## src/rtl/rv32_lsu_pkg.sv

```systemverilog
// rv32_lsu shared types: funct3 access codes,
// FSM state encoding and access-size decode.
package rv32_lsu_pkg;

  localparam logic [2:0] F3_B  = 3'b000;
  localparam logic [2:0] F3_H  = 3'b001;
  localparam logic [2:0] F3_W  = 3'b010;
  localparam logic [2:0] F3_BU = 3'b100;
  localparam logic [2:0] F3_HU = 3'b101;

  typedef enum logic [1:0] {
    IDLE   = 2'd0,
    FIRST  = 2'd1,
    SECOND = 2'd2,
    RESP   = 2'd3
  } state_t;

  function automatic logic [2:0] size_of(
    input logic [1:0] sz
  );
    logic [2:0] n;
    n = 3'd0;
    case (sz)
      2'b00:   n = 3'd1;
      2'b01:   n = 3'd2;
      2'b10:   n = 3'd4;
      default: n = 3'd0;
    endcase
    return n;
  endfunction

  function automatic logic f3_illegal(
    input logic [2:0] f3,
    input logic       we
  );
    logic bad;
    bad = 1'b1;
    case (f3)
      F3_B, F3_H, F3_W: bad = 1'b0;
      F3_BU, F3_HU:     bad = we;
      default:          bad = 1'b1;
    endcase
    return bad;
  endfunction

  // True when the access runs past byte lane 3.
  function automatic logic is_split(
    input logic [1:0] off,
    input logic [2:0] size
  );
    return ({2'b00, off} + {1'b0, size})
           > 4'd4;
  endfunction

endpackage

```

## src/rtl/rv32_lsu_if.sv

```systemverilog
// Execute-side request/response and data-memory
// signals of the load/store unit.
interface rv32_lsu_if;

  logic        req_valid;
  logic        req_ready;
  logic        req_we;
  logic [2:0]  req_funct3;
  logic [31:0] req_addr;
  logic [31:0] req_wdata;
  logic        resp_valid;
  logic [31:0] resp_rdata;
  logic        resp_err;
  logic        mem_en;
  logic        mem_we;
  logic [31:0] mem_addr;
  logic [31:0] mem_wdata;
  logic [3:0]  mem_wstrb;
  logic [31:0] mem_rdata;

  modport master (
    output req_valid, req_we, req_funct3,
    output req_addr, req_wdata, mem_rdata,
    input  req_ready, resp_valid,
    input  resp_rdata, resp_err,
    input  mem_en, mem_we, mem_addr,
    input  mem_wdata, mem_wstrb
  );

  modport slave (
    input  req_valid, req_we, req_funct3,
    input  req_addr, req_wdata, mem_rdata,
    output req_ready, resp_valid,
    output resp_rdata, resp_err,
    output mem_en, mem_we, mem_addr,
    output mem_wdata, mem_wstrb
  );

endinterface

```

## src/rtl/rv32_lsu_align.sv

```systemverilog
// Byte-lane alignment: store shift/strobe mask and
// load window shift with sign/zero extension.
module lsu_align
  import rv32_lsu_pkg::*;
(
  input  logic [2:0]  funct3,
  input  logic [1:0]  off,
  input  logic [31:0] wdata,
  input  logic        split,
  input  logic [31:0] lo_word,
  input  logic [31:0] hi_word,
  output logic [63:0] st_data,
  output logic [7:0]  st_mask,
  output logic [31:0] ld_data
);

  logic [2:0]  size;
  logic [7:0]  ones;
  logic [63:0] win;
  logic [31:0] sh;

  assign size = size_of(funct3[1:0]);
  assign ones = (8'd1 << size) - 8'd1;

  assign st_data = {32'b0, wdata}
                   << {off, 3'b000};
  assign st_mask = ones << off;

  // hi_word is the most recent read; lo_word
  // only matters for a word-crossing access.
  assign win = split ? {hi_word, lo_word}
                     : {32'b0, hi_word};
  assign sh  = 32'(win >> {off, 3'b000});

  always_comb begin
    ld_data = 32'b0;
    case (funct3)
      F3_B:  ld_data = {{24{sh[7]}}, sh[7:0]};
      F3_H:  ld_data = {{16{sh[15]}}, sh[15:0]};
      F3_W:  ld_data = sh;
      F3_BU: ld_data = {24'b0, sh[7:0]};
      F3_HU: ld_data = {16'b0, sh[15:0]};
      default: ld_data = 32'b0;
    endcase
  end

endmodule

```

## src/rtl/rv32_lsu.sv

```systemverilog
// RV32 load/store unit: one request at a time,
// optional two-cycle split for word-crossing access.
module rv32_lsu
  import rv32_lsu_pkg::*;
#(
  parameter int ALLOW_MISALIGN = 1,
  parameter int XLEN           = 32
) (
  input logic      CLK,
  input logic      RST,
  rv32_lsu_if.slave bus
);

  state_t state_q;
  state_t state_d;

  logic            we_q;
  logic [2:0]      f3_q;
  logic [XLEN-1:0] addr_q;
  logic [XLEN-1:0] wdata_q;
  logic            err_q;
  logic [31:0]     lo_q;

  logic        split_q;
  logic        split_req;
  logic        bad_req;
  logic [31:0] word;
  logic [63:0] st_data;
  logic [7:0]  st_mask;
  logic [31:0] ld_data;

  assign split_req = is_split(
    bus.req_addr[1:0],
    size_of(bus.req_funct3[1:0]));

  assign bad_req =
    f3_illegal(bus.req_funct3, bus.req_we) ||
    (split_req && (ALLOW_MISALIGN == 0));

  assign split_q = is_split(
    addr_q[1:0], size_of(f3_q[1:0]));

  assign word = {addr_q[31:2], 2'b00};

  lsu_align u_align (
    .funct3  (f3_q),
    .off     (addr_q[1:0]),
    .wdata   (wdata_q),
    .split   (split_q),
    .lo_word (lo_q),
    .hi_word (bus.mem_rdata),
    .st_data (st_data),
    .st_mask (st_mask),
    .ld_data (ld_data)
  );

  always_ff @(posedge CLK) begin
    if (RST) state_q <= IDLE;
    else     state_q <= state_d;
  end

  always_comb begin
    state_d = state_q;
    unique case (state_q)
      IDLE: if (bus.req_valid)
        state_d = bad_req ? RESP : FIRST;
      FIRST:  state_d = split_q ? SECOND : RESP;
      SECOND: state_d = RESP;
      RESP:   state_d = IDLE;
      default: state_d = IDLE;
    endcase
  end

  always_comb begin
    bus.req_ready = 1'b0;
    bus.mem_en    = 1'b0;
    bus.mem_we    = 1'b0;
    bus.mem_addr  = word;
    bus.mem_wdata = 32'b0;
    bus.mem_wstrb = 4'b0;
    unique case (state_q)
      IDLE: bus.req_ready = 1'b1;
      FIRST: begin
        bus.mem_en    = 1'b1;
        bus.mem_we    = we_q;
        bus.mem_wdata = st_data[31:0];
        bus.mem_wstrb = we_q ? st_mask[3:0]
                             : 4'b0;
      end
      SECOND: begin
        bus.mem_en    = 1'b1;
        bus.mem_we    = we_q;
        bus.mem_addr  = word + 32'd4;
        bus.mem_wdata = st_data[63:32];
        bus.mem_wstrb = we_q ? st_mask[7:4]
                             : 4'b0;
      end
      default: ;
    endcase
  end

  always_ff @(posedge CLK) begin
    if (RST) begin
      bus.resp_valid <= 1'b0;
      bus.resp_rdata <= 32'b0;
      bus.resp_err   <= 1'b0;
      we_q    <= 1'b0;
      f3_q    <= 3'b0;
      addr_q  <= '0;
      wdata_q <= '0;
      err_q   <= 1'b0;
      lo_q    <= 32'b0;
    end else begin
      bus.resp_valid <= (state_q == RESP);
      bus.resp_err   <= (state_q == RESP)
                        && err_q;
      bus.resp_rdata <=
        ((state_q == RESP) && !err_q && !we_q)
        ? ld_data : 32'b0;
      if ((state_q == IDLE) && bus.req_valid) begin
        we_q    <= bus.req_we;
        f3_q    <= bus.req_funct3;
        addr_q  <= bus.req_addr;
        wdata_q <= bus.req_wdata;
        err_q   <= bad_req;
      end
      // FIRST's read data arrives during SECOND.
      if (state_q == SECOND)
        lo_q <= bus.mem_rdata;
    end
  end

endmodule

```

## src/flat_wrapper.sv

```systemverilog
// flat-port wrapper written by rule: the top's interface ports become plain ports
module rv32_lsu_flat import rv32_lsu_pkg::*;
#(
  parameter int ALLOW_MISALIGN = 1,
  parameter int XLEN           = 32
)
  (CLK, RST, bus_req_valid, bus_req_we, bus_req_funct3, bus_req_addr, bus_req_wdata, bus_mem_rdata, bus_req_ready, bus_resp_valid, bus_resp_rdata, bus_resp_err, bus_mem_en, bus_mem_we, bus_mem_addr, bus_mem_wdata, bus_mem_wstrb);
  rv32_lsu_if bus_i ();
  input logic CLK;
  input logic RST;
  input wire logic [$bits(bus_i.req_valid)-1:0] bus_req_valid;
  input wire logic [$bits(bus_i.req_we)-1:0] bus_req_we;
  input wire logic [$bits(bus_i.req_funct3)-1:0] bus_req_funct3;
  input wire logic [$bits(bus_i.req_addr)-1:0] bus_req_addr;
  input wire logic [$bits(bus_i.req_wdata)-1:0] bus_req_wdata;
  input wire logic [$bits(bus_i.mem_rdata)-1:0] bus_mem_rdata;
  output wire logic [$bits(bus_i.req_ready)-1:0] bus_req_ready;
  output wire logic [$bits(bus_i.resp_valid)-1:0] bus_resp_valid;
  output wire logic [$bits(bus_i.resp_rdata)-1:0] bus_resp_rdata;
  output wire logic [$bits(bus_i.resp_err)-1:0] bus_resp_err;
  output wire logic [$bits(bus_i.mem_en)-1:0] bus_mem_en;
  output wire logic [$bits(bus_i.mem_we)-1:0] bus_mem_we;
  output wire logic [$bits(bus_i.mem_addr)-1:0] bus_mem_addr;
  output wire logic [$bits(bus_i.mem_wdata)-1:0] bus_mem_wdata;
  output wire logic [$bits(bus_i.mem_wstrb)-1:0] bus_mem_wstrb;
  assign bus_i.req_valid = bus_req_valid;
  assign bus_i.req_we = bus_req_we;
  assign bus_i.req_funct3 = bus_req_funct3;
  assign bus_i.req_addr = bus_req_addr;
  assign bus_i.req_wdata = bus_req_wdata;
  assign bus_i.mem_rdata = bus_mem_rdata;
  assign bus_req_ready = bus_i.req_ready;
  assign bus_resp_valid = bus_i.resp_valid;
  assign bus_resp_rdata = bus_i.resp_rdata;
  assign bus_resp_err = bus_i.resp_err;
  assign bus_mem_en = bus_i.mem_en;
  assign bus_mem_we = bus_i.mem_we;
  assign bus_mem_addr = bus_i.mem_addr;
  assign bus_mem_wdata = bus_i.mem_wdata;
  assign bus_mem_wstrb = bus_i.mem_wstrb;
  rv32_lsu #(.ALLOW_MISALIGN(ALLOW_MISALIGN), .XLEN(XLEN)) u_core (.CLK(CLK), .RST(RST), .bus(bus_i));
endmodule
```

## config.mk

```make
export PLATFORM = sky130hd
export DESIGN_NAME = rv32_lsu_flat
export DESIGN_NICKNAME = d
export VERILOG_FILES = /design/src/rtl/rv32_lsu_pkg.sv /design/src/rtl/rv32_lsu_if.sv /design/src/rtl/rv32_lsu_align.sv /design/src/rtl/rv32_lsu.sv /design/src/flat_wrapper.sv
export SDC_FILE = /design/constraint.sdc
export NUM_CORES = 1
export LEC_CHECK = 0
export CAP_MARGIN = 20
export CELL_PAD_IN_SITES_DETAIL_PLACEMENT = 0
export CELL_PAD_IN_SITES_GLOBAL_PLACEMENT = 2
export CORE_ASPECT_RATIO = 0.9
export CORE_MARGIN = 2
export CORE_UTILIZATION = 25
export CTS_BUF_LIST = sky130_fd_sc_hd__clkbuf_8
export DETAILED_ROUTE_END_ITERATION = 8
export PLACE_DENSITY_LB_ADDON = 0.1
export SYNTH_ARGS = -nofsm -noshare
export SYNTH_HDL_FRONTEND = slang
export SYNTH_SLANG_ARGS = --single-unit
```

## constraint.sdc

```tcl
create_clock -name CLK -period 4.1 [get_ports CLK]
set_input_delay 0.82 -clock CLK [delete_from_list [all_inputs] [get_ports CLK]]
set_output_delay 0.82 -clock CLK [all_outputs]
set_load 0.01 [all_outputs]
```

==> results.toml, run 1 <==
[setup_path]
timing.rr.end = "u_core.bus.resp_rdata[5]"
start_kind = "register"
r2r_start = "u_core.f3_q[0]"
rr_worst_depth = 9
required_ns = 3.28
critPathLaunch = "u_core.state_q[0]"
reg2reg_setup_slack_ns = 0.90
critical_path_class = "reg -> out"
crit_arrival_ns = 2.96
endpoint_kind = "primary output"
crit_path_max_fanout = 39

[worst_hold_path]
hold_class = "reg -> reg"
min_from = "u_core.addr_q[17]"
holdPathStages = 2
hold_end = "u_core.addr_q[17]"

[clock_network]
htree_levels = 4
cts_root_buf = "clkbuf_8"
cts_max_path_buffers = 2
cts_buffers = 17
insertion_delay_ns = 0.46
path_clk_slew_ns = 0.08
cts_hold_buf = 0
cts_tree = "yes"
clock-sinks = 137

[final_layout]
nFillCells = 3517
fin_nets = 1330
multi_input_area_sq_um = 5110
syn_to_final_growth_pct = 35.9
num_antenna_cells = 0
seq_area_sq_um = 2750
drive_above_1_share = 0.101
design_area_sq_um = 11400

[logic_synthesis]
synth.top_cell.area_share = 0.328
ys_seq_area_frac = 0.328
ys_ff_latch = 137
synth_area_sq_um = 8350
synth_area_per_cell_sq_um = 8.05
yosys-top-cells-count = "nand2_1 (203), dfxtp_1 (137), a21oi_1 (83), mux2i_1 (68), clkbuf_1 (52)"
synthTopCellsByArea = "dfxtp_1 (33%), nand2_1 (9.1%), mux2i_1 (8.1%)"
synth.most_common_cell = "nand2_1"
yosys_warnings = 0
synthArstFlopShare = 0
yosys.cell_types.count = 58
syn_inst = 1037
synth_edf_count = 0
synth_ff_type = "dfxtp_1"
synth_top_area_cell = "dfxtp_1"

[power_and_ir_drop]
peakVddDrop_v = 0.000243
finalPower_w = 0.00557
power_density_nw_per_um2 = 491
p_leak_nw = 3.99

[placement]
place_area_sq_um = 10800
dp_slack_ns = 0.673
hpwl_um = 22900
gp_congestion = 0.794
port_buffers = 205

[route]
antenna_left = 0
drt-initial-drc-count = 465
drt_first_pass_iters = 5
vias_per_cell = 4.88
drcViolationCount = 0
wl_per_cell_um = 19.5
via_count = 8041
drt-total-wl_um = 32100

[timing]
fin_crit_sh = 0.922
tns_ns = 0
slew_violations = 0
setup_slack_ns = 0.321
finalSetupViolCount = 0
min_period_ns = 3.78
worst_pin_slew_ns = 0.854
rsz0062_at_grt = "false"
slew_headroom = 0.428
max_freq_mhz = 265
hold_viol = 0
fin_skew_ns = 0.0108
fin_hold_ws_ns = 0.468

[outcome]
status = "completed"

[flow_run]
drv_cap = 0

[floorplanning]
die_x_um = 197
dieHeight_um = 177
io_pins = 208
core-area_sq_um = 32900
die_area_sq_um = 34900
start_util = 0.253
rows = 63

[global_route]
grt_pass1_vias = 8016
grt.total_usage = 0.185
grt_max_degree = 62
antenna_found_initial = 2
grt_pass1_wl_um = 49200
grt_overflow = 0
## cells in the final DEF, fill, tap and decap left out, drive strengths merged, types with 25 or more instances in the layout
master         synthesis  final
buf                   28     33
a21oi                 84     84
inv                   42     43
clkdlybuf4s50          0    204
a22oi                 39     39
dfxtp                137    137
mux2i                 68     68
o21ai                 39     39
nor2                  51     51
nand4                 25     25
nand2                203    203
## worst max path at each step
stage	to
6_report	bus_mem_addr[5]
5_1_grt	bus_mem_addr[5]
4_1_cts	bus_mem_addr[25]
3_5_place_dp	bus_mem_addr[25]
3_3_place_gp	bus_mem_addr[25]
2_1_floorplan	u_core.bus.resp_rdata[6]
## critical path: stages (launching register included)
cell and delay, ns:
dfxtp_1 0.36, inv_1 0.09, ha_2 0.20, buf_4 0.21, buf_4 0.61, nand4_1 0.20, xnor2_1 0.20, clkdlybuf4s50_1 0.60
## cell type report
type	count	area share
Timing Repair Buffer	237	0.203
Tap cell	422	0.0465
Inverter	42	0.0139
Clock inverter	11	0.0188
Multi-Input combinational cell	779	0.450
Clock buffer	21	0.0255
Sequential cell	137	0.242
## kinds of logic (layout without fill, tap and decap cells)
group	after synthesis	after routing	share of synthesized area
other	1	2	0.000449
muxes	103	103	0.153
xor gates and xnor gates	32	32	0.0336
AOI/OAI and AO/OA	246	246	0.189
DFF	137	137	0.328
and+or+nand+nor	383	383	0.215
adders and majority gates	13	13	0.0195
buffers and inverters	122	311	0.0605
## flip-flops by register name (all words and copies together), names as in the netlist
register / cells
u_core.f3_q: 3
u_core.state_q: 2
u_core.wdata_q: 32
u_core.bus.resp_err: 1
u_core.we_q: 1
u_core.bus.resp_valid: 1
u_core.err_q: 1
u_core.addr_q: 32
u_core.lo_q: 32
u_core.bus.resp_rdata: 32
## power breakdown
group | internal (W) | total, W | leakage [nW] | switching, W
Combinational | 0.00102 | 0.00233 | 2.63 | 0.00130
Sequential | 0.00155 | 0.00181 | 1.12 | 0.000258
Clock | 0.000851 | 0.00143 | 0.248 | 0.000581
## per-stage QoR
stage | instances | utilization
3_3_place_gp | 1616 | 0.329
6_report | 1649 | 0.345
3_5_place_dp | 1616 | 0.329
5_1_grt | 1649 | 0.345
2_1_floorplan | 1038 | -
4_1_cts | 1648 | 0.344
## repair_timing
item	in CTS	in global routing
setup buffers	0	1
resized for setup	0	0
endpoints found under the setup margin	0	1
## routing by layer
metal,GRT usage,routed length (um),part of all wire,vias to the layer above
met4,0.0382,276,0.0086,0
met3,0.0428,1710,0.053,13
li1,-,-,-,3983
met2,0.288,14100,0.44,191
met1,0.262,16000,0.50,3854
met5,0,0,0,-
Note: power is estimated with default switching activity, not from simulation.
==> run 2, diff against run 1 <==
--- a/config.mk
+++ b/config.mk
@@ -14,6 +14,7 @@
 export CTS_BUF_LIST = sky130_fd_sc_hd__clkbuf_8
 export DETAILED_ROUTE_END_ITERATION = 8
 export PLACE_DENSITY_LB_ADDON = 0.1
+export RECOVER_POWER = 100
 export SYNTH_ARGS = -nofsm -noshare
 export SYNTH_HDL_FRONTEND = slang
 export SYNTH_SLANG_ARGS = --single-unit
==> run 2 against run 1 <==
Clock-buffer cell count unchanged; critical path depth shrank 1; non-clock buffer count unchanged; sequential power about the same; die area unchanged; the flow now finishes with violations (capacitance limit, slew limit).
==> results.toml, run 2 (same netlist as run 1, synthesis figures left out) <==
[timing]
slew_violations = 33
rsz0062_at_grt = "false"
min_period_ns = 3.83
max_freq_mhz = 261
fin_crit_sh = 0.935
tns_ns = 0
worst_pin_slew_ns = 1.60
fin_skew_ns = 0.0117
hold_viol = 0
slew_headroom = -0.0676
finalSetupViolCount = 0

[global_route]
grt_pass1_wl_um = 49200
grt.total_usage = 0.185
grt_overflow = 0
grt_max_degree = 62
antenna_found_initial = 2
grt_pass1_vias = 8016

[setup_path]
critical_path_class = "reg -> out"
critical_path.slowest_cell = "dlygate4sd3_1"
timing.rr.end = "u_core.bus.resp_rdata[23]"
endpoint_kind = "primary output"
rr_worst_depth = 10
required_ns = 3.28
slowest_delay_ns = 0.64
crit_arrival_ns = 3.01
worstPathCellList = "inv_1 -> ha_1 -> buf_4 -> buf_4 -> mux2_2 -> dlygate4sd3_1"
cpMostUsedCell = "buf_4"
reg2reg_setup_slack_ns = 0.58
r2r_start = "u_core.f3_q[0]"
start_kind = "register"
crit_path_max_fanout = 39

[route]
antenna_left = 0
drt_first_pass_iters = 5
drcViolationCount = 0
vias_per_cell = 4.86
drt-total-wl_um = 32100
drt-initial-drc-count = 465
wl_per_cell_um = 19.5
via_count = 8014

[clock_network]
postCtsResizedCells = 0
cts_max_path_buffers = 2
cts_hold_buf = 0
cts_tree = "yes"
clock-sinks = 137
cts_root_buf = "clkbuf_8"
cts_buffers = 17
insertion_delay_ns = 0.46
postCtsSetupRepairBufs = 0
htree_levels = 4
path_clk_slew_ns = 0.08

[final_layout]
final_cell_mix = "nand2_1 (203), dfxtp_1 (135), clkdlybuf4s50_1 (115), dlygate4sd3_1 (89), a21oi_1 (83)"
nFillCells = 3520
drive_above_1_share = 0.0937
syn_to_final_growth_pct = 35.4
num_antenna_cells = 0
mostFrequentLayoutCell = "nand2_1"
fin_nets = 1330

[power_and_ir_drop]
finalPower_w = 0.00551
peakVddDrop_v = 0.000233
power_density_nw_per_um2 = 488
p_leak_nw = 4.25

[worst_hold_path]
holdPathStages = 2
hold_class = "reg -> reg"
hold_end = "u_core.addr_q[17]"
min_from = "u_core.addr_q[17]"

[outcome]
status = "finished, violations left"
violations = "capacitance limit, slew limit"

[floorplanning]
die_area_sq_um = 34900
io_pins = 208
core-area_sq_um = 32900
start_util = 0.253
die_x_um = 197
rows = 63
dieHeight_um = 177

[placement]
hpwl_um = 22900
port_buffers = 205
gp_congestion = 0.794

[flow_run]
drv_cap = 1
run 2: metrics by stage:
stage,instances,instance area [sq um],setup slack (ns),hold WS (ns),utilization
finish,1649,11300,0.268,0.472,0.343
global route,1649,11300,0.0429,0.485,0.343
CTS,1648,11300,0.127,0.465,0.344
detailed placement,1616,10800,0.673,0.453,0.329
global placement,1616,10800,0.689,0.449,0.329
floorplan,1038,8360,0.800,0.436,-
run 2: worst max path at each step:
stage                      startpoint                        to  slack [ns]
floorplan            u_core.addr_q[1]  u_core.bus.resp_rdata[6]        0.80
global placement    u_core.state_q[0]          bus_mem_addr[25]        0.69
detailed placement  u_core.state_q[0]          bus_mem_addr[25]        0.67
CTS                 u_core.state_q[0]          bus_mem_addr[25]        0.13
global route        u_core.state_q[0]          bus_mem_wdata[6]        0.04
finish              u_core.state_q[0]           bus_mem_addr[3]        0.27
run 2: area by class of cell:
type / instances / area, sq um / area share
Multi-Input combinational cell: 779 / 5090 / 0.451
Sequential cell: 137 / 2750 / 0.243
Timing Repair Buffer: 237 / 2270 / 0.201
Tap cell: 422 / 528 / 0.0467
Clock buffer: 21 / 289 / 0.0256
Clock inverter: 11 / 214 / 0.0189
Inverter: 42 / 158 / 0.0139
run 2: routing by layer:
metal | vias to the layer above | wire (um) | global-route usage | part of all wire
met5 | - | 0 | 0 | 0
met2 | 165 | 14100 | 0.288 | 0.44
met4 | 0 | 264 | 0.0382 | 0.0082
li1 | 3976 | - | - | -
met3 | 12 | 1540 | 0.0428 | 0.048
met1 | 3861 | 16200 | 0.262 | 0.50
run 2: report_power, final:
| part | total (W) | leakage, nW | internal, W | switching, W |
|---|---|---|---|---|
| Combinational | 0.00227 | 2.89 | 0.000968 | 0.00130 |
| Sequential | 0.00181 | 1.12 | 0.00156 | 0.000259 |
| Clock | 0.00143 | 0.248 | 0.000852 | 0.000580 |
| Total | 0.00551 | 4.25 | 0.00337 | 0.00214 |
run 2: critical path, delay by kind of cell, from the launching register on:
kind | cells | cell delay (ns)
buffers and inverters | 4 | 1.55
multiplexers | 1 | 0.40
adder cells (fa/ha/maj) | 1 | 0.20
flip-flops | 1 | 0.35
==> run 3, diff against run 2 <==
--- a/config.mk
+++ b/config.mk
@@ -13,8 +13,10 @@
 export CORE_UTILIZATION = 25
 export CTS_BUF_LIST = sky130_fd_sc_hd__clkbuf_8
 export DETAILED_ROUTE_END_ITERATION = 8
+export DONT_BUFFER_PORTS = 1
 export PLACE_DENSITY_LB_ADDON = 0.1
 export RECOVER_POWER = 100
+export SKIP_CTS_REPAIR_TIMING = 1
 export SYNTH_ARGS = -nofsm -noshare
 export SYNTH_HDL_FRONTEND = slang
 export SYNTH_SLANG_ARGS = --single-unit
==> run 3 against run 2 <==
The flow still finishes with violations (capacitance limit, slew limit); power fell by 10%; sequential share of layout area grew 5.9 points; critical path depth increased by 1; worst hold slack got worse by 0.051 ns; clock skew increased by 0.0063 ns; sequential power barely moved; register-to-register slack barely moved.
==> results.toml, run 3 (same netlist as run 1, synthesis figures left out) <==
[setup_path]
required_ns = 3.28
endpoint_kind = "primary output"
r2r_start = "u_core.f3_q[0]"
rr_worst_depth = 9
crit_arrival_ns = 2.80
critical_path_class = "reg -> out"
start_kind = "register"
reg2reg_setup_slack_ns = 0.58
timing.rr.end = "u_core.bus.resp_rdata[6]"
crit_path_max_fanout = 5

[timing]
finalSetupViolCount = 0
fin_crit_sh = 0.882
min_period_ns = 3.62
slew_headroom = -0.156
rsz0062_at_grt = "false"
tns_ns = 0
worst_pin_slew_ns = 1.73
max_freq_mhz = 277
slew_violations = 46
fin_skew_ns = 0.0180
hold_viol = 0

[power_and_ir_drop]
finalPower_w = 0.00495
p_leak_nw = 3.15
seqPwrFrac = 0.367
p_sw_frac = 0.415
power_density_nw_per_um2 = 544
p_clk_frac = 0.240
p_comb_frac = 0.394
peakVddDrop_v = 0.000204
switchingPower_w = 0.00205
internal_power_w = 0.00289

[final_layout]
final_cell_mix = "nand2_1 (202), dfxtp_1 (135), a21oi_1 (83), mux2i_1 (67), nor2_1 (50)"
drive_above_1_share = 0.0994
fin_nets = 1119
syn_to_final_growth_pct = 8.94
mostFrequentLayoutCell = "nand2_1"
design_area_sq_um = 9100
instances_no_fill = 1439

[route]
via_count = 7280
vias_per_cell = 5.06
antenna_left = 0
drt-total-wl_um = 31600
drt-initial-drc-count = 420
drt_first_pass_iters = 5
wl_per_cell_um = 21.9
drcViolationCount = 0

[flow_run]
drv_cap = 1

[clock_network]
cts_buffers = 17
cts_max_path_buffers = 2
htree_levels = 4
path_clk_slew_ns = 0.08
insertion_delay_ns = 0.48
cts_tree = "yes"
cts_root_buf = "clkbuf_8"
clock-sinks = 137

[global_route]
grt_pass1_wl_um = 47100
grt.total_usage = 0.181
antenna_found_initial = 0
grt_pass1_vias = 7264
grt_max_degree = 106
grt_overflow = 0

[worst_hold_path]
holdPathStages = 1
hold_class = "in -> reg"
hold_end = "u_core.wdata_q[12]"
min_from = "RST"

[floorplanning]
io_pins = 208
die_area_sq_um = 34900
core-area_sq_um = 32900
start_util = 0.253
dieHeight_um = 177
die_x_um = 197
rows = 63

[outcome]
violations = "capacitance limit, slew limit"
status = "finished, violations left"

[placement]
place_area_sq_um = 8750
port_buffers = 0
hpwl_um = 22200
dp_cells = 1406
gp_congestion = 0.764
-- run 3: cell types whose count changed in the layout (fill, tap and decap cells not counted), sizes merged --
| cell | delta |
|---|---|
| clkdlybuf4s50 | -115 |
| dlygate4sd3 | -89 |
| clkbuf | -6 |
| inv | +4 |
| buf | -3 |
| bufinv | -3 |
| clkinv | +3 |
| clkinvlp | -2 |
| diode | +1 |
-- run 3: how the worst max path moves through the flow --
stage                      startpoint                       end  slack [ns]  depth (start not counted)
global placement       u_core.f3_q[0]  u_core.bus.resp_rdata[3]        0.88                          9
CTS                 u_core.state_q[0]          bus_mem_addr[25]        0.47                          7
finish              u_core.state_q[0]          bus_mem_addr[23]        0.48                          7
global route        u_core.state_q[0]          bus_mem_addr[31]        0.17                          7
detailed placement     u_core.f3_q[0]  u_core.bus.resp_rdata[1]        0.82                          9
floorplan            u_core.addr_q[1]  u_core.bus.resp_rdata[6]        0.80                         12
-- run 3: cell type report --
class	count	area [sq um]
Fill cell	3663	23900
Multi-Input combinational cell	779	5080
Sequential cell	137	2750
Tap cell	422	528
Clock buffer	19	262
Timing Repair Buffer	26	181
Inverter	42	158
Clock inverter	13	138
Antenna cell	1	2.50
-- run 3: critical path, cell delays in order, from the launching register on --
cell     delay [ns]
dfxtp_1        0.35
inv_1          0.09
ha_1           0.18
and3_1         0.22
nand4_1        0.30
nor3_1         0.62
and3_1         0.26
xor2_1         0.29
-- run 3: power groups by stage --
stage	registers (W)	clock network (W)	logic (W)
2_1_floorplan	0.00174	0	0.00152
3_3_place_gp	0.00185	0	0.00200
3_5_place_dp	0.00184	0	0.00200
4_1_cts	0.00181	0.00124	0.00200
5_1_grt	0.00185	0.00129	0.00215
6_report	0.00181	0.00119	0.00195
-- run 3: routing by layer --
| layer | global-route usage | part of all wire | vias to the layer above |
|---|---|---|---|
| met5 | 0 | 0 | - |
| met4 | 0.0470 | 0.011 | 0 |
| met3 | 0.0545 | 0.063 | 14 |
| met2 | 0.279 | 0.45 | 180 |
| met1 | 0.247 | 0.48 | 3525 |
| li1 | - | - | 3561 |
-- run 3: per-stage QoR --
| stage | hold slack (ns) | util | setup slack, ns |
|---|---|---|---|
| finish | 0.421 | 0.276 | 0.484 |
| global placement | 0.444 | 0.266 | 0.877 |
| CTS | 0.366 | 0.278 | 0.469 |
| floorplan | 0.436 | - | 0.800 |
| global route | 0.369 | 0.276 | 0.168 |
| detailed placement | 0.452 | 0.266 | 0.824 |
